[src/rtl/l2_port_arbiter_if.sv]
// Bundle of the icache, dcache and L2 upstream port signals around l2_port_arbiter.
// The slave modport is the arbiter's view; master is the requester/L2 side.
interface l2_port_arbiter_if #(
    parameter int unsigned s_line = 256,
    parameter int unsigned s_addr = 32
);
    logic              i_read;
    logic              i_write;
    logic [s_addr-1:0] i_address;
    logic [s_line-1:0] i_wdata;
    logic [s_line-1:0] i_rdata;
    logic              i_resp;

    logic              d_read;
    logic              d_write;
    logic [s_addr-1:0] d_address;
    logic [s_line-1:0] d_wdata;
    logic [s_line-1:0] d_rdata;
    logic              d_resp;

    logic              l2_read;
    logic              l2_write;
    logic [s_addr-1:0] l2_address;
    logic [s_line-1:0] l2_wdata;
    logic [s_line-1:0] l2_rdata;
    logic              l2_resp;

    modport slave (
        input  i_read, i_write, i_address, i_wdata,
        output i_rdata, i_resp,
        input  d_read, d_write, d_address, d_wdata,
        output d_rdata, d_resp,
        output l2_read, l2_write, l2_address, l2_wdata,
        input  l2_rdata, l2_resp
    );

    modport master (
        output i_read, i_write, i_address, i_wdata,
        input  i_rdata, i_resp,
        output d_read, d_write, d_address, d_wdata,
        input  d_rdata, d_resp,
        input  l2_read, l2_write, l2_address, l2_wdata,
        output l2_rdata, l2_resp
    );
endinterface

[src/rtl/l2_port_arbiter.sv]
// Arbitrates the L1 icache/dcache line ports onto the single L2 upstream port.
// Dcache wins ties unless the icache has been passed over starve_limit times in a row.
module l2_port_arbiter #(
    parameter int unsigned s_line       = 256,
    parameter int unsigned s_addr       = 32,
    parameter int unsigned starve_limit = 4
) (
    input  logic               clk,
    input  logic               rst_n,
    l2_port_arbiter_if.slave   bus
);
    localparam int unsigned CNT_W    = 4;
    localparam logic [CNT_W-1:0] CNT_MAX  = '1;
    localparam logic [CNT_W-1:0] STARVE_LIM = CNT_W'(starve_limit);

    typedef enum logic [1:0] {
        IDLE   = 2'd0,
        BUSY_I = 2'd1,
        BUSY_D = 2'd2
    } state_t;

    state_t            state_q, state_d;
    logic              rd_q, rd_d;
    logic              wr_q, wr_d;
    logic [s_addr-1:0] addr_q, addr_d;
    logic [s_line-1:0] wdata_q, wdata_d;
    logic [CNT_W-1:0]  cnt_q, cnt_d;

    logic i_req;
    logic d_req;
    logic grant_i;
    logic grant_d;
    logic i_resp_c;
    logic d_resp_c;

    assign i_req = bus.i_read | bus.i_write;
    assign d_req = bus.d_read | bus.d_write;

    // Next-state, grant, latch and starvation-counter logic
    always_comb begin
        state_d  = state_q;
        rd_d     = rd_q;
        wr_d     = wr_q;
        addr_d   = addr_q;
        wdata_d  = wdata_q;
        cnt_d    = cnt_q;
        grant_i  = 1'b0;
        grant_d  = 1'b0;
        i_resp_c = 1'b0;
        d_resp_c = 1'b0;

        unique case (state_q)
            IDLE: begin
                if (d_req && (!i_req || (cnt_q < STARVE_LIM))) begin
                    grant_d = 1'b1;
                end else if (i_req) begin
                    grant_i = 1'b1;
                end
            end
            BUSY_I: begin
                if (bus.l2_resp) begin
                    i_resp_c = 1'b1;
                    state_d  = IDLE;
                end
            end
            BUSY_D: begin
                if (bus.l2_resp) begin
                    d_resp_c = 1'b1;
                    state_d  = IDLE;
                end
            end
            default: state_d = IDLE;
        endcase

        if (grant_d) begin
            state_d = BUSY_D;
            wr_d    = bus.d_write;
            rd_d    = ~bus.d_write;
            addr_d  = bus.d_address;
            wdata_d = bus.d_wdata;
        end else if (grant_i) begin
            state_d = BUSY_I;
            wr_d    = bus.i_write;
            rd_d    = ~bus.i_write;
            addr_d  = bus.i_address;
            wdata_d = bus.i_wdata;
        end else if (i_resp_c || d_resp_c) begin
            // Drop the command on completion so the following IDLE cycle is quiet
            rd_d = 1'b0;
            wr_d = 1'b0;
        end

        if (grant_i) begin
            cnt_d = '0;
        end else if (grant_d && i_req) begin
            cnt_d = (cnt_q == CNT_MAX) ? cnt_q : cnt_q + CNT_W'(1);
        end else if ((state_q == IDLE) && !i_req) begin
            cnt_d = '0;
        end
    end

    always_ff @(posedge clk or negedge rst_n) begin
        if (!rst_n) begin
            state_q <= IDLE;
            rd_q    <= 1'b0;
            wr_q    <= 1'b0;
            addr_q  <= '0;
            wdata_q <= '0;
            cnt_q   <= '0;
        end else begin
            state_q <= state_d;
            rd_q    <= rd_d;
            wr_q    <= wr_d;
            addr_q  <= addr_d;
            wdata_q <= wdata_d;
            cnt_q   <= cnt_d;
        end
    end

    assign bus.l2_read    = rd_q;
    assign bus.l2_write   = wr_q;
    assign bus.l2_address = addr_q;
    assign bus.l2_wdata   = wdata_q;
    assign bus.i_resp     = i_resp_c;
    assign bus.d_resp     = d_resp_c;
    assign bus.i_rdata    = bus.l2_rdata;
    assign bus.d_rdata    = bus.l2_rdata;
endmodule

[src/flat_wrapper.sv]
// flat-port wrapper written by rule: the top's interface ports become plain ports
module l2_port_arbiter_flat 
#(
    parameter int unsigned s_line       = 256,
    parameter int unsigned s_addr       = 32,
    parameter int unsigned starve_limit = 4
)
  (clk, rst_n, bus_i_read, bus_i_write, bus_i_address, bus_i_wdata, bus_i_rdata, bus_i_resp, bus_d_read, bus_d_write, bus_d_address, bus_d_wdata, bus_d_rdata, bus_d_resp, bus_l2_read, bus_l2_write, bus_l2_address, bus_l2_wdata, bus_l2_rdata, bus_l2_resp);
  l2_port_arbiter_if #(.s_line(s_line), .s_addr(s_addr)) bus_i ();
  input  logic clk;
  input  logic rst_n;
  input wire logic [$bits(bus_i.i_read)-1:0] bus_i_read;
  input wire logic [$bits(bus_i.i_write)-1:0] bus_i_write;
  input wire logic [$bits(bus_i.i_address)-1:0] bus_i_address;
  input wire logic [$bits(bus_i.i_wdata)-1:0] bus_i_wdata;
  output wire logic [$bits(bus_i.i_rdata)-1:0] bus_i_rdata;
  output wire logic [$bits(bus_i.i_resp)-1:0] bus_i_resp;
  input wire logic [$bits(bus_i.d_read)-1:0] bus_d_read;
  input wire logic [$bits(bus_i.d_write)-1:0] bus_d_write;
  input wire logic [$bits(bus_i.d_address)-1:0] bus_d_address;
  input wire logic [$bits(bus_i.d_wdata)-1:0] bus_d_wdata;
  output wire logic [$bits(bus_i.d_rdata)-1:0] bus_d_rdata;
  output wire logic [$bits(bus_i.d_resp)-1:0] bus_d_resp;
  output wire logic [$bits(bus_i.l2_read)-1:0] bus_l2_read;
  output wire logic [$bits(bus_i.l2_write)-1:0] bus_l2_write;
  output wire logic [$bits(bus_i.l2_address)-1:0] bus_l2_address;
  output wire logic [$bits(bus_i.l2_wdata)-1:0] bus_l2_wdata;
  input wire logic [$bits(bus_i.l2_rdata)-1:0] bus_l2_rdata;
  input wire logic [$bits(bus_i.l2_resp)-1:0] bus_l2_resp;
  assign bus_i.i_read = bus_i_read;
  assign bus_i.i_write = bus_i_write;
  assign bus_i.i_address = bus_i_address;
  assign bus_i.i_wdata = bus_i_wdata;
  assign bus_i_rdata = bus_i.i_rdata;
  assign bus_i_resp = bus_i.i_resp;
  assign bus_i.d_read = bus_d_read;
  assign bus_i.d_write = bus_d_write;
  assign bus_i.d_address = bus_d_address;
  assign bus_i.d_wdata = bus_d_wdata;
  assign bus_d_rdata = bus_i.d_rdata;
  assign bus_d_resp = bus_i.d_resp;
  assign bus_l2_read = bus_i.l2_read;
  assign bus_l2_write = bus_i.l2_write;
  assign bus_l2_address = bus_i.l2_address;
  assign bus_l2_wdata = bus_i.l2_wdata;
  assign bus_i.l2_rdata = bus_l2_rdata;
  assign bus_i.l2_resp = bus_l2_resp;
  l2_port_arbiter #(.s_line(s_line), .s_addr(s_addr), .starve_limit(starve_limit)) u_core (.clk(clk), .rst_n(rst_n), .bus(bus_i));
endmodule
[config.mk]
export PLATFORM = sky130hd
export DESIGN_NAME = l2_port_arbiter_flat
export DESIGN_NICKNAME = d
export VERILOG_FILES = /design/src/rtl/l2_port_arbiter_if.sv /design/src/rtl/l2_port_arbiter.sv /design/src/flat_wrapper.sv
export SDC_FILE = /design/constraint.sdc
export NUM_CORES = 1
export LEC_CHECK = 0
export CAP_MARGIN = 15
export CORE_AREA = 10 10 633 635
export CTS_CLUSTER_SIZE = 8
export DETAILED_ROUTE_END_ITERATION = 8
export DIE_AREA = 0 0 643 645
export PLACE_DENSITY = 0.3
export SLEW_MARGIN = 20
export SYNTH_ARGS = -nofsm -noshare
export SYNTH_HDL_FRONTEND = slang
export SYNTH_SLANG_ARGS = --single-unit
export TNS_END_PERCENT = 20
[constraint.sdc]
create_clock -name clk -period 2.03 [get_ports clk]
set_clock_uncertainty 0.2 [all_clocks]
set_input_delay 0.5075 -clock clk [delete_from_list [all_inputs] [get_ports clk]]
set_output_delay 0.5075 -clock clk [all_outputs]
set_load 0.05 [all_outputs]
### Word-level counts from Yosys, hierarchy flattened

Index checks and enable logic that the tools add are counted.
Widths: inputs -> output; s select.

* flip-flop bits (word level): 296
* bits of input ports: 839
* output and inout bits: 804
* logic and storage cells: 56

* add/sub/neg operators: 1
* $lt $le $gt $ge: 1
* equality and inequality tests: 6
* multiplexer cells: 25
* bitwise gates (word level): 4
* reduce and logical (&&, ||, !) cells: 13

Operators by type and width (count)
* $mux 256: 2
* $mux 32: 2
* $mux 4: 4
* $mux 1: 13
* $mux 2: 3
* $reduce_bool 3->1: 2
* $add 4x1->4 const B: 1
* $eq 4x4->1 const B: 1
* $lt 4x3->1 const B: 1
* $ne 4x1->1 const B: 1
* $pmux 2 s2: 1
* $reduce_and 2->1: 2
* $logic_and 1x1->1: 3
* $ne 3x1->1 const B: 1
* $ne 3x2->1 const B: 1
* $eq 2x1->1 const B: 1
* $eq 2x2->1 const B: 1
* $logic_not 2->1: 1
* $logic_or 1x1->1: 2
* $not 1->1: 2
* $or 1x1->1: 2
* $reduce_bool 2->1: 1
* $reduce_or 2->1: 1
* $logic_not 1->1: 1

### Depth between registers and ports, before layout

* word-level depth: 9
* gate-level depth with buffers: 9
* depth with buffers taken out: 5

### Worst setup path after synthesis

Ideal clock, no wire load.

* path kind: register to register
* from: register u_core.state_q[0]
* to: register u_core.wdata_q[186] (netlist: u_core.bus.l2_wdata[186])
* setup time: 77 ps
* data arrival time: 1685 ps
* data required time: 1753 ps
* setup slack: 68 ps
* stages on the path, launching flop included: 10
* path buffers: 4
* clock period less this slack: 1962 ps
* cell sequence: dfrtp_1 inv_1 ha_1 buf_2 o41a_1 buf_2 buf_2 clkbuf_1 nor2_1 a21oi_1

* word-level cells in the longest chain between the ends: 3
* elaborated cells on any way between the ends: 5
* classes of those cells: mux: 3; reduce/logical: 2

RTL lines
* start, declared: RTL line l2_port_arbiter.sv:22 `state_t state_q, state_d;`
* start signal, assigned: RTL line l2_port_arbiter.sv:111 `state_q <= state_d;`
* $logic_not 2->1 (*): RTL line l2_port_arbiter.sv:52 `unique case (state_q)`
* $mux 1: RTL line l2_port_arbiter.sv:52
* $mux 256 or $reduce_bool 2->1 (tied branches)
* end signal, assigned: RTL line l2_port_arbiter.sv:115 `wdata_q <= wdata_d;`
* end, declared: RTL line l2_port_arbiter.sv:26 `logic [s_line-1:0] wdata_q, wdata_d;`

Every way passes the cells marked *; elsewhere a longest branch is shown, timed or not.
A chain may end at the register's enable or synchronous reset.

### Final worst setup path

* from: register u_core.state_q[0]
* to: output bus_d_resp

* word-level cells in the longest chain between the ends: 2

RTL lines
* $eq 2x2->1: RTL line l2_port_arbiter.sv:52
* $mux 1: RTL line l2_port_arbiter.sv:52
* end, declared: RTL line flat_wrapper.sv:23 `output wire logic [$bits(bus_i.d_resp)-1:0] bus_d_resp;`

No other way between the ends.

==> results.md <==
- Pins Over Slew Limit: 0
- CP Class: reg2out
- Most frequent cells in the layout: clkdlybuf4s50_1, buf_12, dfrtp_1, nor2_1, a21oi_1
- Dpl hpwl: around 200 mm
- Max VDD drop: 0.6675 mV
- Hold crit path type: in2async
- Commonest non-fill, non-tap cell in the layout: clkdlybuf4s50_1
- Grt total ovfl: 0
- Result of the run: complete, but fails checks
- Endpoints failing hold: 0
- Clk root buf: clkbuf_16
- Power Total: 85.26 mW
- Critical path's top delay family: flip-flops
- Fin area: 41980 um2
- DRT antenna net count: 0
- Largest net degree at the start of global routing: between 70 and 80
- Pwr/cell area: 2031 nW/um2
- Register bit count reported by yosys: between 200 and 300
- Width of the die: 643 um
- Ports: 1643
- Dpl cells: 7747
- P&R area growth vs syn: 121.1%
- Required @ worst endpoint: 1.32 ns
- Via count: 20950
- F_max: between 400 and 500 MHz
- Unique masters post-synth: 29
- Crit path launch: u_core.state_q[0]
- CP Capture Type: output port
- Drt wl/cell: around 32 um
- CTS sink count: 296
- Ratio of cells with drive above 1 in the final layout: 0.4251
- Final Wtd Congestion: 0.7575
- Worst path buffer plus inverter count: 3
- Mapped Nets: between 3000 and 4000
- Die Area: 414700 um2
- CTS clk-pin slew, worst paths: 0.07 ns
- Setup slack after layout: -0.3711 ns
- RSZ-0062 raised after global routing: yes
- Global-route wire length before repair: 306.4 mm
- CP Launch Type: flip-flop
- Critical R2R Launch: u_core.state_q[0]
- Synthesis warning total: 0
- Initial antenna violation count: 55
- Clk Latency, worst-skew pair: ~0.7 ns
- Reg2reg setup slack: -0.34 ns
- Final period utilization: 1.183
- Reg2Reg Depth: 12
- Hold WS: about 0.098 ns
- Slew of the pin with the lowest slew margin: about 0.53 ns
- Final setup viols: approximately 400
- # rows: between 200 and 250
- Worst EP arrival: between 1.5 and 2 ns
- Total Wirelength: 256.8 mm
- Initial Utilization: 0.04893
- CTS tree: done
- Synth area leader: dfrtp_1
- Violated checks: negative setup slack
- Post-Syn Area: around 19000 um2
- Sequential share of the synthesized area: 0.3902
- Critical Path Slowest Stage Cell: dfrtp_1
- Max-Cap Viols: 0
- TritonRoute pass-1 iters: 5
- Post-DP Area: 33990 um2
- Non-filler instance count after layout: 7983
- Leakage power: 13.84 nW
- Critical path fanouts, max: 2
- Synth area leaders: dfrtp_1, buf_4, a41oi_1, a21oi_1, o21ai_0
- Number of global-route vias before repair: 22180
- DRC: 0
- Crit path largest cell delay: 0.36 ns
- Number of CTS-inserted buffers: 47
- Fin nets: roughly 3600
- Crit-path cells: inv_2 > buf_6 > ha_4 > and2_4 > buf_12
- Post-Syn Instances: 2227
- H-tree depth: 2
- DR iter-0 viols: 1233
- Final Critical Period: 2.401 ns
- DR vias/cell: 2.624
- Die H: around 650 um
- Crit Reg-Reg Endpoint: u_core.bus.l2_wdata[154]
- Core Region: 388000 um2
- Total Routing Usage GR: 0.1161
- Share of the synthesized area in the top cell type: 0.3902
- Mean Syn Cell Area: approximately 8.5 um2
- Max clock buf depth: 3
- Worst relative slew slack: 0.6489
- Port Buffers: 874
## layer usage
metal	routed length, um	up-vias	track usage
met5	76	-	0.0002288
met4	6086	12	0.02332
met3	35100	268	0.07381
met2	131800	1412	0.2112
met1	83740	10610	0.1103
li1	-	8644	-
## power breakdown
part	internal, mW	leakage (nW)	switching (mW)
sequential	9.12	3.32	4.68
clock	4.57	0.679	3.57
combinational	26.8	9.84	36.5
## registers in the layout, indices dropped and copies added, names as in the netlist
signal / count
u_core.bus.l2_address: 32
u_core.bus.l2_read: 1
u_core.bus.l2_wdata: 256
u_core.bus.l2_write: 1
u_core.cnt_q: 4
u_core.state_q: 2
## through the flow
stage	util	setup slack [ns]	setup TNS, ns
after global placement	0.08762	-1.038	-206.37
after global routing	0.1082	-0.4677	-108.57
after detailed placement	0.08762	-1.055	-214.09
after CTS	0.1014	-0.5013	-119.92
final	0.1082	-0.3711	-65.05
after floorplan	-	0.06775	0
## how the worst max path moves through the flow
| stage | to | slack [ns] | cells after the start |
|---|---|---|---|
| after global placement | u_core.bus.l2_wdata[8] | -1.04 | 8 |
| after CTS | bus_d_resp | -0.50 | 5 |
| after detailed placement | u_core.bus.l2_wdata[8] | -1.06 | 8 |
| after floorplan | u_core.bus.l2_wdata[186] | 0.07 | 9 |
| after global routing | bus_d_resp | -0.47 | 5 |
| final | bus_d_resp | -0.37 | 5 |
## what timing repair did
item	in CTS	in global routing
hold buffers	1	0
pin swaps	35	100
buffers inserted	68	36
setup endpoints to repair	563	568
cloned	62	23
resized for setup	425	552
endpoints found under the hold margin	64	0
## cells in the mapped netlist
cell	instances
buf_4	523
dfrtp_1	296
a21oi_1	291
nor2_1	291
o21ai_0	289
a41oi_1	288
clkbuf_1	142
buf_2	56
buf_1	16
ha_1	4
nand3_1	4
inv_1	3
o22ai_1	3
and2_1	2
nand2_1	2
nand3b_1	2
o211ai_1	2
or2_2	2
mux2i_1	1
nand4_1	1
nand4b_1	1
nor2b_1	1
nor3b_1	1
o21ai_1	1
o21ai_2	1
o221ai_1	1
o22a_1	1
o41a_1	1
o41ai_2	1
## cell families after synthesis
kind of cell | Yosys count | synth area share
adder cells (fa/ha/maj) | 4 | 0.002636
AND/OR/NAND/NOR | 307 | 0.06261
flip-flops | 296 | 0.3902
AO/OA/AOI/OAI | 879 | 0.2906
buffers and inverters | 740 | 0.2534
multiplexers | 1 | 0.0005273
## cell type report
class	count	area, um2
Antenna cell	3	7.507
Clock buffer	65	1315
Clock inverter	7	77.57
Fill cell	44520	346000
Inverter	3	11.26
Multi-Input combinational cell	1191	9696
Sequential cell	296	7455
Tap cell	5197	6502
Timing Repair Buffer	1221	16920
(Power assumes the default switching activity.)
